## src/rtl/pulse_pacer_f.sv

```systemverilog
// pulse_pacer_f: fast-domain event pacer feeding cdc_fast2slow.
// Queues ev_in strobes in a saturating pending counter and re-issues them as
// single-cycle pulse_f pulses separated by exactly GAP_CYCLES low cycles.
// Optional feature macro: PULSE_PACER_OVF_EN (sticky ovf flag with ovf_clr).
// Without it ovf is tied low and saturation drops are silent.
module pulse_pacer_f #(
   parameter int GAP_CYCLES = 8,
   parameter int CNT_W      = 4
) (
   input  logic             clk_f,
   input  logic             rst_n,
   input  logic             ev_in,
   input  logic             ovf_clr,
   output logic             pulse_f,
   output logic             busy,
   output logic [CNT_W-1:0] pending,
   output logic             ovf
);

   localparam int GW = (GAP_CYCLES < 2) ? 1 : $clog2(GAP_CYCLES + 1);
   localparam logic [CNT_W-1:0] PEND_MAX = '1;
   localparam logic [GW-1:0]    GAP_LOAD = GW'(GAP_CYCLES);

   typedef enum logic {IDLE, GAP} state_t;

   state_t           state, state_nxt;
   logic [GW-1:0]    gap_cnt, gap_nxt;
   logic [CNT_W-1:0] pend_nxt;
   logic             issue;
   logic             drop;
   logic             busy_nxt;

   // Next-state logic: issue from IDLE whenever work exists, then count out the gap
   always_comb begin
      state_nxt = state;
      gap_nxt   = gap_cnt;
      issue     = 1'b0;
      case (state)
         IDLE: begin
            if ((pending != '0) || ev_in) begin
               issue     = 1'b1;
               gap_nxt   = GAP_LOAD;
               state_nxt = GAP;
            end
         end
         GAP: begin
            gap_nxt = gap_cnt - GW'(1);
            if (gap_cnt == GW'(1)) begin
               state_nxt = IDLE;
            end
         end
         default: state_nxt = IDLE;
      endcase
   end

   // Pending counter update: +ev_in -issue, saturating; simultaneous ev/issue nets to zero
   always_comb begin
      pend_nxt = pending;
      drop     = 1'b0;
      if (ev_in && !issue) begin
         if (pending == PEND_MAX) begin
            drop = 1'b1;
         end else begin
            pend_nxt = pending + CNT_W'(1);
         end
      end else if (!ev_in && issue) begin
         pend_nxt = pending - CNT_W'(1);
      end
      // Busy also covers the final gap cycle spent back in IDLE, so it spans the
      // whole pulse-plus-gap window of GAP_CYCLES+1 cycles.
      busy_nxt = (state_nxt != IDLE) || (pend_nxt != '0) || (state != IDLE);
   end

   // State, gap counter, pending depth and registered outputs
   always_ff @(posedge clk_f or negedge rst_n) begin
      if (!rst_n) begin
         state   <= IDLE;
         gap_cnt <= '0;
         pending <= '0;
         pulse_f <= 1'b0;
         busy    <= 1'b0;
      end else begin
         state   <= state_nxt;
         gap_cnt <= gap_nxt;
         pending <= pend_nxt;
         pulse_f <= issue;
         busy    <= busy_nxt;
      end
   end

`ifdef PULSE_PACER_OVF_EN
   // Sticky overflow flag; a drop on the same edge as ovf_clr keeps it set
   always_ff @(posedge clk_f or negedge rst_n) begin
      if (!rst_n) begin
         ovf <= 1'b0;
      end else if (drop) begin
         ovf <= 1'b1;
      end else if (ovf_clr) begin
         ovf <= 1'b0;
      end
   end
`else
   logic unused_ovf_sig;
   assign unused_ovf_sig = drop | ovf_clr;
   assign ovf = 1'b0;
`endif

endmodule

```

## config.mk

```make
export PLATFORM = sky130hd
export DESIGN_NAME = pulse_pacer_f
export DESIGN_NICKNAME = d
export VERILOG_FILES = /design/src/rtl/pulse_pacer_f.sv
export SDC_FILE = /design/constraint.sdc
export NUM_CORES = 1
export LEC_CHECK = 0
export CAP_MARGIN = 40
export CORE_AREA = 3 3 53 55
export CTS_BUF_LIST = sky130_fd_sc_hd__clkbuf_16
export DETAILED_ROUTE_END_ITERATION = 6
export DIE_AREA = 0 0 56 58
export PLACE_DENSITY_LB_ADDON = 0.08
export SYNTH_ARGS = -nofsm -noshare
export SYNTH_HDL_FRONTEND = slang
export SYNTH_SLANG_ARGS = --single-unit
```

## constraint.sdc

```tcl
create_clock -name clk_f -period 3.2 [get_ports clk_f]
set_clock_uncertainty 0.05 [all_clocks]
set_input_delay 0.96 -clock clk_f [delete_from_list [all_inputs] [get_ports clk_f]]
set_output_delay 0.96 -clock clk_f [all_outputs]
set_load 0.05 [all_outputs]
```

# Word-level counts from Yosys, hierarchy flattened
# Index checks and enable logic that the tools add are counted.
# totals
word_cells,30
input_bits,4
output_inout_bits,7
regBits,11
# classes
mux,9
bitwise_logic,1
n_reduce_logical,9
n_eq_ne,3
add_sub_neg,3
# ops
op,n
2-to-1 mux 4 bit,4
one-hot mux 4 bit (2 select lines),1
nonzero test 4 bit,2
"subtractor 4 x 1 -> 4 bit, second input constant",2
"adder 4 x 1 -> 4 bit, second input constant",1
"equality test 4 x 1 -> 1 bit, second input constant",1
"equality test 4 bit, second input constant",1
logical OR 1 bit,3
2-to-1 mux 1 bit,3
logical AND 1 bit,2
zero test 1 bit,2
"inequality test 2 bit, second input constant",1
one-hot mux 1 bit (2 select lines),1
inverter 1 bit,1

# Depth between registers and ports, before layout
# depth
word_depth,10
mapped_depth,7
ltp_nobuf,5

# Worst setup path before layout
# OpenSTA, ideal clock, no wires.
# synth_path
kind,reg2reg
from,register pending[1]
to,register pending[3]
synth_period_minus_slack_ns,2.044
required_ns,3.026
t_arrival_ns,1.870
slack_ns,1.156
stages_incl_launch_ff,8
setup_time_ns,0.124
path_buffers,2
path_cell_list,dfrtp_1 buf_2 inv_1 ha_1 or3b_1 clkbuf_2 and4_4 a211o_1
# synth_between
elab_chain_len,7
word_cells_on_any_way,13
cone_classes,add/sub (2); eq/ne (1); mux (5); reduce/logical (5)
# synth_lines
item,line,rtl
start: declaration,16,"output logic [CNT_W-1:0] pending,"
start signal: assignment,85,pending <= pend_nxt;
nonzero test 4 bit,40,if ((pending != '0) || ev_in) begin
logical OR 1 bit,40,
2-to-1 mux 1 bit,40,
2-to-1 mux 1 bit,38,case (state)
logical AND 1 bit or zero test 1 bit (tied branches),"66, 60",
2-to-1 mux 4 bit or logical AND 1 bit (tied branches),"66, 60",
2-to-1 mux 4 bit *,60,if (ev_in && !issue) begin
net pend_nxt[3],28,logic [CNT_W-1:0] pend_nxt;
# Mark *: on every way through the listed nets, which the timed path passes. The rest lies on a longest branch.
# A chain may end at the register's enable or synchronous reset.

# Worst setup path in the final report
# layout_path
from,register pending[1]
to,output pending[1]
# No word-level cell between the ends.

==> impl_summary.txt <==
----------------------------------------------------
[Run status]
  Run status ... finished clean

[Detailed routing]
  Drt via density ... 5.07
  Post-detailed-route count of antenna-violating nets ... 0
  Via total after detailed routing ... 563
  Average detailed-routed wire length per instance ... 13.8 microns
  1st-pass router iterations ... 4
  Total wire length ... 1540 microns
  Starting DRT DRC Count ... 9
  DRC ... 0

[Critical path]
  Nature of the critical path startpoint ... flop
  Critical Path Slowest Stage Cell ... clkdlybuf4s50_1
  Largest stage delay, worst path ... 870 ps
  Crit path DAT ... 1630 ps
  Required arrival time at the worst endpoint ... 2190 ps
  Worst path buffer plus inverter count ... 1
  Ordered list of cells on the worst path ... clkdlybuf4s50_1
  Delay-heaviest family, CP ... buffers and inverters
  Largest fanout on the critical path ... 12
  Crit Path Class ... reg -> out
  CP Capture Type ... output port

[Synth]
  Gate Count Post-Synth ... 74
  Synthesis warning total ... 0
  Post-synth top area share ... 0.383
  Async SR Flop Fraction ... 1.00
  Number of synthesized flops with an enable pin ... 0
  Cell area after synthesis ... 718 sq um
  Fraction of the yosys area taken by sequential cells ... 0.383
  Post-Synthesis Net Count ... 83
  Main flop type after synthesis ... dfrtp_1
  Post-synth top area cell ... dfrtp_1
  Most frequently used cell type in the post-synthesis netlist ... dfrtp_1
  Most frequent cells after synthesis ... 11 x dfrtp_1, 7 x inv_1, 5 x ha_1, 3 x a21oi_1, 3 x nand2_1
  Synthesized area per cell ... 9.71 sq um
  Number of library cell types mapped by synthesis ... 43
  Number of storage elements in the synthesis netlist ... 11
  Top cells by area, synth ... dfrtp_1 38%, ha_1 8.7%, inv_1 3.7%, nor4b_1 2.4%, a21oi_1 2.1%

[Clock tree]
  Count of cells resized by post-cts repair ... 0
  Master cell of the clock root buffer ... clkbuf_16
  Clk pin slew, worst setup/hold paths ... 40 ps
  Buffer levels on the longest clock path ... 2
  Latest clock arrival within the worst-skew pair ... 240 ps
  Post-CTS setup buffer count ... 0
  Number of clock sinks ... 11
  Clock tree from TritonCTS ... yes
  Number of buffers created by CTS ... 3
  Number of H-tree branching levels ... 1
  Number of hold buffers added after cts ... 0

[Timing]
  Max-slew violation count ... 0
  Post-route fraction of the period consumed by the critical path ... 0.826
  Relative slew slack ... 0.600
  Transition at the pin with the smallest max-transition slack ... 598 ps
  RSZ-0062 raised after global routing ... no
  Min Hold Slack ... 499 ps
  Maximum operating frequency ... 0.378 GHz
  Accumulated negative setup slack ... 0 ps
  Setup violation total in the final timing report ... 0
  Time the worst path needs with I/O delays and setup ... 2640 ps
  Hold Fails Final Rpt ... 0

[Power and ir drop]
  Switching power ... 411 uW
  Clk network pwr share ... 0.238
  Share of total power consumed by net switching ... 0.429
  Sequential Power Share ... 0.302
  Leak ... 0.377 nW
  Total power per unit cell area ... 1090 nW/um^2
  Largest vdd supply drop ... 0.464 mV
  Share of power burned in combinational logic ... 0.459
  Internal power consumption ... 547 uW

[Global route]
  Pin count of the biggest net entering global routing ... 13
  Overall routing resource usage ... 0.105
  Vias in the first global route ... 544
  Initial antenna violation count ... 0
  GR Overflow Total ... 0
  First-pass GRT wire length ... 2620 microns

[Die]
  Overall die height ... 58 microns
  Floorplan die area ... 3250 sq um
  I/O pin count ... 11
  Initial cell density of the core ... 0.295
  Rows ... 18
  Standard cell core area ... 2430 sq um
  Width of the die ... 56 microns

[Worst hold path]
  Hold Path Class ... reg -> reg

[Final layout]
  Proportion of layout cells with a drive suffix above 1 ... 0.123
  ANT cells ... 0
  Core utilization of the finished layout ... 0.363
  Area growth from synthesis to layout ... 23.0%
  Post-layout instance area ... 883 sq um
  Number of nets in the layout ... 91
  Non-filler cells in the finished layout ... 111

[Placement]
  Instance area at placement ... 803 sq um
  Number of buffers added on ports ... 8
  Half-perimeter wire length of the detailed placement result ... 1120 microns
  Count of placed standard cells including taps ... 107
  Weighted congestion reported at the end of routability-driven placement ... 0.780

[Flow run]
  Max_cap viols ... 0

----------------------------------------------------
-- placed cells by master, fill, tap and decap left out, types with 2 or more instances in the layout --
cell type / count
nor4b_1: 2
nor2_1: 2
clkbuf_16: 3
inv_1: 7
o211ai_1: 2
a211oi_1: 2
a21oi_1: 3
clkdlybuf4s50_1: 8
ha_1: 5
o21ai_0: 2
dfrtp_1: 11
or2_2: 2
nor4_1: 2
nand2_1: 3
-- registers in the layout (all words and copies together), names as in the netlist --
signal / cells
gap_cnt: 4
pending: 4
busy: 1
pulse_f: 1
state: 1
-- metrics by stage --
| step | setup slack, ps | total power [mW] |
|---|---|---|
| 6_report | 557 | 0.959 |
| 2_1_floorplan | 1160 | 0.624 |
| 4_1_cts | 553 | 0.969 |
| 3_5_place_dp | 657 | 0.733 |
| 5_1_grt | 489 | 1.04 |
| 3_3_place_gp | 650 | 0.742 |
-- routing by layer --
metal / part of all wire / track usage / vias to the layer above / routed length (microns)
li1: - / - / 287 / -
met1: 0.49 / 0.143 / 257 / 752
met2: 0.44 / 0.150 / 15 / 674
met3: 0.053 / 0.0290 / 4 / 82
met4: 0.017 / 0.0576 / 0 / 26
met5: 0 / 0 / - / 0
-- worst paths after layout --
check                            from          to  slack (ps)  cells after the start
max in group asynchronous       rst_n  gap_cnt[2]        1720                      1
min                        gap_cnt[3]  gap_cnt[3]         500                      2
min reg2reg                gap_cnt[3]  gap_cnt[3]         500                      2
max                        pending[1]  pending[1]         560                      1
min in group asynchronous       rst_n     pulse_f        1030                      1
max reg2reg                pending[0]  gap_cnt[3]        1300                      5
-- power groups by stage --
| stage | registers (mW) | logic, mW | clock network (mW) |
|---|---|---|---|
| final | 0.290 | 0.440 | 0.229 |
| after global routing | 0.307 | 0.487 | 0.243 |
| after CTS | 0.289 | 0.444 | 0.236 |
| after detailed placement | 0.292 | 0.441 | 0 |
| after global placement | 0.296 | 0.446 | 0 |
| after floorplan | 0.343 | 0.280 | 0 |
-- kinds of logic (layout without fill, tap and decap cells) --
logic type / count (synthesis) / after routing / share of synthesized area
compound gates: 19 / 19 / 0.188
xor+xnor: 2 / 2 / 0.0244
fa+ha+maj: 5 / 5 / 0.0871
buf+inv: 12 / 19 / 0.0819
flops: 11 / 11 / 0.383
mux: 1 / 1 / 0.0139
other cells: 1 / 1 / 0.00522
simple gates: 23 / 23 / 0.216
-- area by class of cell --
type / count / area, sq um
clock buffer: 3 / 75.1
clock inverter: 1 / 5.00
fill: 251 / 1550
inverter: 7 / 26.3
multi-input combinational: 51 / 384
sequential: 11 / 275
tap: 30 / 37.5
timing repair buffer: 8 / 80.1
Note: power is estimated with default switching activity, not from simulation.
